===== src/rtl/pipe_pkg.sv =====
// pipe_pkg: definitions shared by the pipeline stage registers.
//   NOP_INST     : bubble instruction encoding (all ones) for 32-bit instructions.
//   fd_payload_t : fetch/decode payload {inst, pc, guess} at the default 32/32 widths.
//   occ_count()  : entry count from the head-valid and second-entry-valid flags.
package pipe_pkg;

  localparam int FD_INST_W = 32;
  localparam int FD_PC_W   = 32;

  localparam logic [FD_INST_W-1:0] NOP_INST = '1;

  typedef struct packed {
    logic [FD_INST_W-1:0] inst;
    logic [FD_PC_W-1:0]   pc;
    logic                 guess;
  } fd_payload_t;

  // The second entry can only be occupied while the head is, so the
  // count is 2 when full, 1 when only the head is valid, else 0.
  function automatic logic [1:0] occ_count(input logic head_valid, input logic full);
    return {full, head_valid & ~full};
  endfunction

endpackage


===== src/rtl/pipe_skid_buf.sv =====
// pipe_skid_buf: generic two-entry valid/ready skid buffer.
//   clk       : clock; state updates on the falling edge
//   rst       : synchronous active-low reset
//   flush     : discard both entries
//   in_valid  / in_ready / in_data   : upstream handshake and payload
//   out_valid / out_ready / out_data : downstream handshake and head payload
//   full      : second (skid) entry occupied
// in_ready is a plain register (!skid valid), so it has no combinational
// dependency on out_ready.
module pipe_skid_buf #(
  parameter int W = 8
) (
  input  logic         clk,
  input  logic         rst,
  input  logic         flush,
  input  logic         in_valid,
  output logic         in_ready,
  input  logic [W-1:0] in_data,
  output logic         out_valid,
  input  logic         out_ready,
  output logic [W-1:0] out_data,
  output logic         full
);

  logic         main_valid_reg;
  logic         skid_valid_reg;
  logic [W-1:0] main_data_reg;
  logic [W-1:0] skid_data_reg;

  always_ff @(negedge clk) begin
    if (!rst) begin
      main_valid_reg <= 1'b0;
      skid_valid_reg <= 1'b0;
    end else if (flush) begin
      main_valid_reg <= 1'b0;
      skid_valid_reg <= 1'b0;
    end else if (skid_valid_reg) begin
      // Full: nothing is accepted; a release promotes skid into main.
      if (out_ready) begin
        main_data_reg  <= skid_data_reg;
        skid_valid_reg <= 1'b0;
      end
    end else if (in_valid) begin
      if (!main_valid_reg || out_ready) begin
        // Main empty or leaving this edge: new data lands in main.
        main_valid_reg <= 1'b1;
        main_data_reg  <= in_data;
      end else begin
        skid_valid_reg <= 1'b1;
        skid_data_reg  <= in_data;
      end
    end else if (out_ready) begin
      main_valid_reg <= 1'b0;
    end
  end

  assign in_ready  = !skid_valid_reg;
  assign out_valid = main_valid_reg;
  assign out_data  = main_data_reg;
  assign full      = skid_valid_reg;

endmodule


===== src/rtl/fd_pipe_reg.sv =====
// fd_pipe_reg: fetch/decode pipeline register with valid/ready handshake.
//   clk, rst (sync active-low), flush : control; state updates on the falling edge
//   in_valid/in_ready, in_inst/in_pc/in_guess      : fetch side
//   out_valid/out_ready, out_inst/out_pc/out_guess : decode side (bubble values when empty)
//   occupancy : number of held entries
// SKID=1 uses a two-entry skid buffer (registered in_ready); SKID=0 uses a
// single entry whose in_ready follows out_ready combinationally.
module fd_pipe_reg
  import pipe_pkg::*;
#(
  parameter int              INST_W      = 32,
  parameter int              PC_W        = 32,
  parameter logic [INST_W-1:0] BUBBLE_INST = {INST_W{1'b1}},
  parameter int              SKID        = 1
) (
  input  logic              clk,
  input  logic              rst,
  input  logic              flush,
  input  logic              in_valid,
  output logic              in_ready,
  input  logic [INST_W-1:0] in_inst,
  input  logic [PC_W-1:0]   in_pc,
  input  logic              in_guess,
  output logic              out_valid,
  input  logic              out_ready,
  output logic [INST_W-1:0] out_inst,
  output logic [PC_W-1:0]   out_pc,
  output logic              out_guess,
  output logic [1:0]        occupancy
);

  localparam int PW = INST_W + PC_W + 1;

  logic [PW-1:0] in_data;
  logic [PW-1:0] head_data;
  logic          head_valid;
  logic          head_full;

  assign in_data = {in_inst, in_pc, in_guess};

  if (SKID != 0) begin : g_skid
    pipe_skid_buf #(.W(PW)) u_buf (
      .clk       (clk),
      .rst       (rst),
      .flush     (flush),
      .in_valid  (in_valid),
      .in_ready  (in_ready),
      .in_data   (in_data),
      .out_valid (head_valid),
      .out_ready (out_ready),
      .out_data  (head_data),
      .full      (head_full)
    );
  end else begin : g_single
    logic          main_valid_reg;
    logic [PW-1:0] main_data_reg;

    always_ff @(negedge clk) begin
      if (!rst) begin
        main_valid_reg <= 1'b0;
      end else if (flush) begin
        main_valid_reg <= 1'b0;
      end else if (in_valid && in_ready) begin
        main_valid_reg <= 1'b1;
        main_data_reg  <= in_data;
      end else if (out_ready) begin
        main_valid_reg <= 1'b0;
      end
    end

    // Accept when empty or when the held entry leaves at the same edge.
    assign in_ready   = !main_valid_reg || out_ready;
    assign head_valid = main_valid_reg;
    assign head_data  = main_data_reg;
    assign head_full  = 1'b0;
  end

  // Bubble forcing: fields are masked from registered state only.
  assign out_valid = head_valid;
  assign out_inst  = head_valid ? head_data[PW-1 -: INST_W] : BUBBLE_INST;
  assign out_pc    = head_valid ? head_data[PC_W:1] : '0;
  assign out_guess = head_valid & head_data[0];
  assign occupancy = occ_count(head_valid, head_full);

endmodule


===== config.mk =====
export PLATFORM = sky130hd
export DESIGN_NAME = fd_pipe_reg
export DESIGN_NICKNAME = d
export VERILOG_FILES = /design/src/rtl/pipe_pkg.sv /design/src/rtl/pipe_skid_buf.sv /design/src/rtl/fd_pipe_reg.sv
export SDC_FILE = /design/constraint.sdc
export NUM_CORES = 1
export LEC_CHECK = 0
export CAP_MARGIN = 25
export CORE_ASPECT_RATIO = 0.9
export CORE_UTILIZATION = 49
export DETAILED_ROUTE_END_ITERATION = 8
export MAX_ROUTING_LAYER = met4
export PLACE_DENSITY = 0.76
export SYNTH_ARGS = -nofsm -noshare
export SYNTH_HDL_FRONTEND = slang
export SYNTH_HIERARCHICAL = 1
export SYNTH_SLANG_ARGS = --single-unit

===== constraint.sdc =====
create_clock -name clk -period 11.16 [get_ports clk]
set_clock_uncertainty 0.05 [all_clocks]
set_input_delay 2.232 -clock clk [delete_from_list [all_inputs] [get_ports clk]]
set_output_delay 2.232 -clock clk [all_outputs]
set_load 0.01 [all_outputs]

# Yosys cells after proc, flatten, opt, wreduce, memory -nomap -nowiden
# Cells that the tools add are included.
totals:
  output_inout_bits: 69
  elab_cells: 35
  register_bits: 132
op_classes:
  n_eq_ne: 2
  muxes: 13
  reduce_logical: 10
  bitwise_logic: 6
op_table:
  columns: ["op", "count"]
  rows:
  - ["65-bit two-way mux", 4]
  - ["32-bit two-way mux", 2]
  - ["5-bit AND reduction", 2]
  - ["1-bit two-way mux", 7]
  - ["2-bit nonzero test", 3]
  - ["1-bit NOT", 4]
  - ["3-bit AND reduction", 1]
  - ["1-bit bitwise AND", 2]
  - ["1-bit logical NOT", 2]
  - ["2-bit by 1-bit != test with 1-bit output (second input constant)", 1]
  - ["2-bit != test (second input constant)", 1]
  - ["2-bit OR reduction", 1]
  - ["1-bit logical OR", 1]

# Logic depth before layout (Yosys ltp)
logic_depth:
  word_depth: 5
  mapped_depth: 5
  mapped_depth_nobuf: 3

# Cells and area by module
# The synthesis kept the hierarchy.
by_module_without_submodules:
  columns: ["module", "n_inst", "cells_per_inst", "seq_area_each_um2", "area_each_um2"]
  rows:
  - ["pipe_skid_buf", 1, 218, 3943.8, 4872.2]
  - ["fd_pipe_reg", 1, 74, 0.0, 462.9]

==> results.toml <==
[worst_setup_path]
cpMaxStageDelayCell = "sky130_fd_sc_hd__dfxtp_2"
critical_path.endpoint_type = "primary output"
crit_path_start_kind = "flip-flop"
rr_endpoint = "g_skid.u_buf/skid_data_reg[27]"
worstPathArrival_ps = 7910
reg_to_reg_setup_timing_slack_ps = 8810
worst_path_dominant_cell_family = "buffers and inverters"
sequence_of_cells_on_the_critical_path = "buf_4 > and2_1 > clkdlybuf4s50_1"
slowest_delay_ps = 780
timing.rr.start = "g_skid.u_buf/out_valid"
required_time_of_the_critical_path_ps = 8880
critPathBufInv = 2
worstSetupPathType = "reg -> out"
crit_path_start = "g_skid.u_buf/out_valid"
critical_path_peak_fanout = 40
timing.reg2reg.worst_path_depth = 3

[clocking]
cts_made_buffers = 17
worst_skew_pair.late_latency_ps = 450
cts.sink_count = 132
clk_path_buf_depth = 2
tritoncts_clock_tree = "yes"
postCtsSetupBuffers = 0
number_of_hold_repair_buffers_added_at_the_cts_stage = 0
root_buffer_master = "sky130_fd_sc_hd__clkbuf_16"
clk_pin_slew_worst_paths_ps = 50
cts-htree-levels = 4
post_cts_resize_count = 0

[drt]
detail_route.drc_violations = 12
postRouteWirelength_um = 10600
detailedRoute.firstPassIterationCount = 7
detail-route-antenna-nets = 0
vias_per_cell = 4.85
routed-via-count = 3450
dr.first_iter.drc_count = 167
wl_per_cell_um = 14.9

[hold_path]
hold_path.startpoint = "g_skid.u_buf/skid_data_reg[53]"
hold-path-cell-count = 1
hp-class = "reg -> reg"
min_to = "g_skid.u_buf/out_data[53]"

[power_and_ir_drop]
power.sequential.fraction_pct = 41.2
switching_power_mw = 0.365
power.share.clock_pct = 53.5
vdd_drop_max_mv = 0.105
comb_pwr_share_pct = 5.4
power.switching_fraction_pct = 26.7
power.density_cell_area_mw_per_mm2 = 173
cell_internal_pwr_mw = 1.00
leakagePower_nw = 3.21
report.power.total_mw = 1.37

[floorplanning]
initial_core_util_pct = 51.2
die_h_um = 101
fp.dieW_um = 112
ios = 139
die-area_mm2 = 0.0113
core_area_mm2 = 0.0104
placement_rows = 35

[placement]
placed_area_mm2 = 0.00683
detailedPlacementHpwl_um = 6220
portBuffers = 138
gp_congestion = 0.720

[job]
cap_viol_max_count = 0

[logic_synthesis]
ys_seq_area_share_pct = 73.9
yosys.cell_count.top_type = "sky130_fd_sc_hd__edfxtp_1"
synth.ff_latch_count = 132
yosys_warnings = 6
synth_fp_nets = 362
synth_top_cells_by_area = "sky130_fd_sc_hd__edfxtp_1 (73%), sky130_fd_sc_hd__mux2_2 (9.9%), sky130_fd_sc_hd__mux2_4 (5.1%), sky130_fd_sc_hd__and2_1 (3.9%), sky130_fd_sc_hd__nand2b_1 (3.9%)"
yosysTopAreaCell = "sky130_fd_sc_hd__edfxtp_1"
synthCells = 292
synth_edf_count = 130
fraction_of_registers_with_async_set_or_reset_after_synthesis_pct = 0
mean_area_per_synthesized_cell_um2 = 18.3
yosys.area.top_type_share_pct = 73.2
yosysUniqueCellTypes = 19
post_synth_most_frequent_cells = "sky130_fd_sc_hd__edfxtp_1 (130), sky130_fd_sc_hd__mux2_2 (47), sky130_fd_sc_hd__and2_1 (33), sky130_fd_sc_hd__nand2b_1 (33), sky130_fd_sc_hd__mux2_4 (18)"
synth.cell_area_mm2 = 0.00534
synth_flop_type = "sky130_fd_sc_hd__edfxtp_1"

[grt]
grt.overflow.total = 0
grt_pass1_vias = 3878
grt_start_max_net_pins = 66
grt_antenna_before_repair = 0
wire_length_of_the_first_global_routing_pass_um = 17000
grt_util_all_layers_pct = 20.7

[sta]
rsz_0062_raised_after_global_routing = "false"
fin_tns_setup_ps = 0
count_of_endpoints_failing_setup_in_the_final_report = 0
slew_headroom_pct = 42.0
final_hold_viol_count = 0
slew_viol_final = 0
worst_pin_slew_ps = 870

[cells_and_area]
final_net_count = 639
design_area_mm2 = 0.00790
areaGrowthSynthToFinish_pct = 48.1
layout-drive-gt1-share_pct = 18.0
layout.core_utilization_pct = 75.8
num-fill-cells = 661
antenna_cells_inserted = 0

[status]
run_status = "finished, violations left"
violations_in_the_final_reports = "DRC"
placed cells by master (no fill, tap or decap):
| master | Yosys | layout |
|---|---|---|
| sky130_fd_sc_hd__clkinvlp_2 | 0 | 1 |
| sky130_fd_sc_hd__inv_6 | 0 | 2 |
| sky130_fd_sc_hd__buf_4 | 4 | 5 |
| sky130_fd_sc_hd__nor2_1 | 1 | 1 |
| sky130_fd_sc_hd__inv_4 | 0 | 4 |
| sky130_fd_sc_hd__a21oi_1 | 3 | 3 |
| sky130_fd_sc_hd__nor3_4 | 0 | 1 |
| sky130_fd_sc_hd__bufinv_16 | 0 | 2 |
| sky130_fd_sc_hd__mux2_4 | 18 | 18 |
| sky130_fd_sc_hd__nand2b_1 | 33 | 33 |
| sky130_fd_sc_hd__mux2_2 | 47 | 47 |
| sky130_fd_sc_hd__nor3_1 | 2 | 1 |
| sky130_fd_sc_hd__a21o_1 | 1 | 1 |
| sky130_fd_sc_hd__nand2_1 | 1 | 1 |
| sky130_fd_sc_hd__clkbuf_16 | 0 | 17 |
| sky130_fd_sc_hd__edfxtp_1 | 130 | 130 |
| sky130_fd_sc_hd__and2_1 | 33 | 33 |
| sky130_fd_sc_hd__clkdlybuf4s50_1 | 0 | 138 |
| sky130_fd_sc_hd__inv_1 | 2 | 135 |
| sky130_fd_sc_hd__nor4_4 | 0 | 1 |
| sky130_fd_sc_hd__dfxtp_4 | 0 | 1 |
| sky130_fd_sc_hd__nor2b_1 | 1 | 1 |
| sky130_fd_sc_hd__clkinv_4 | 0 | 3 |
| sky130_fd_sc_hd__inv_2 | 1 | 1 |
| sky130_fd_sc_hd__dfxtp_2 | 0 | 1 |
| sky130_fd_sc_hd__inv_8 | 0 | 1 |
metal layers:
metal | wire length, µm | global-route usage [%] | up-vias
met5 | 0 | - | -
met4 | 74 | 14.2 | 0
met3 | 789 | 9.38 | 5
met2 | 5140 | 29.3 | 151
met1 | 4620 | 23.5 | 1656
li1 | - | - | 1638
logic make-up after synthesis:
family / share of synthesized area, %
DFF: 73.9
and+or+nand+nor: 8.30
muxes: 15.0
buffers and inverters: 2.37
AOI/OAI and AO/OA: 0.422
per-stage QoR:
stage / instances / hold slack (ps) / worst slack (ps)
final: 711 / 476 / 973
after global routing: 711 / 485 / 783
after CTS: 711 / 478 / 914
after detailed placement: 548 / 483 / 1310
after global placement: 548 / 477 / 1350
after floorplan: 292 / 473 / 28.5
cell type report:
type | count | area (µm²) | share of cell area, %
Sequential cell | 132 | 3950 | 50.0
Multi-Input combinational cell | 141 | 1290 | 16.3
Tap cell | 129 | 161 | 2.04
Inverter | 2 | 7.51 | 0.0950
Clock buffer | 17 | 425 | 5.38
Timing Repair Buffer | 143 | 1420 | 18.0
Clock inverter | 147 | 648 | 8.20
worst register-to-register path, delay by kind of cell (launching register included):
kind,cells,cell delay (ps)
buffers and inverters,2,780
DFF,1,780
and+or+nand+nor,1,340
power groups by stage:
| stage | Sequential, mW | Combinational, mW | Clock [mW] |
|---|---|---|---|
| floorplan | 0.567 | 0.0292 | 0.0707 |
| global placement | 0.568 | 0.0715 | 0.0707 |
| detailed placement | 0.569 | 0.0731 | 0.0707 |
| CTS | 0.563 | 0.0738 | 0.755 |
| global route | 0.562 | 0.0781 | 0.815 |
| finish | 0.563 | 0.0732 | 0.730 |
worst max-delay path by stage:
stage,to,slack [ps],cells past startpoint
CTS,out_pc[12],910,3
floorplan,g_skid.u_buf/out_data[0],30,2
global route,out_pc[12],780,3
finish,out_pc[21],970,3
detailed placement,g_skid.u_buf/out_data[16],1310,4
global placement,g_skid.u_buf/out_data[23],1350,4
No activity file was read; power rests on OpenSTA's default activity.
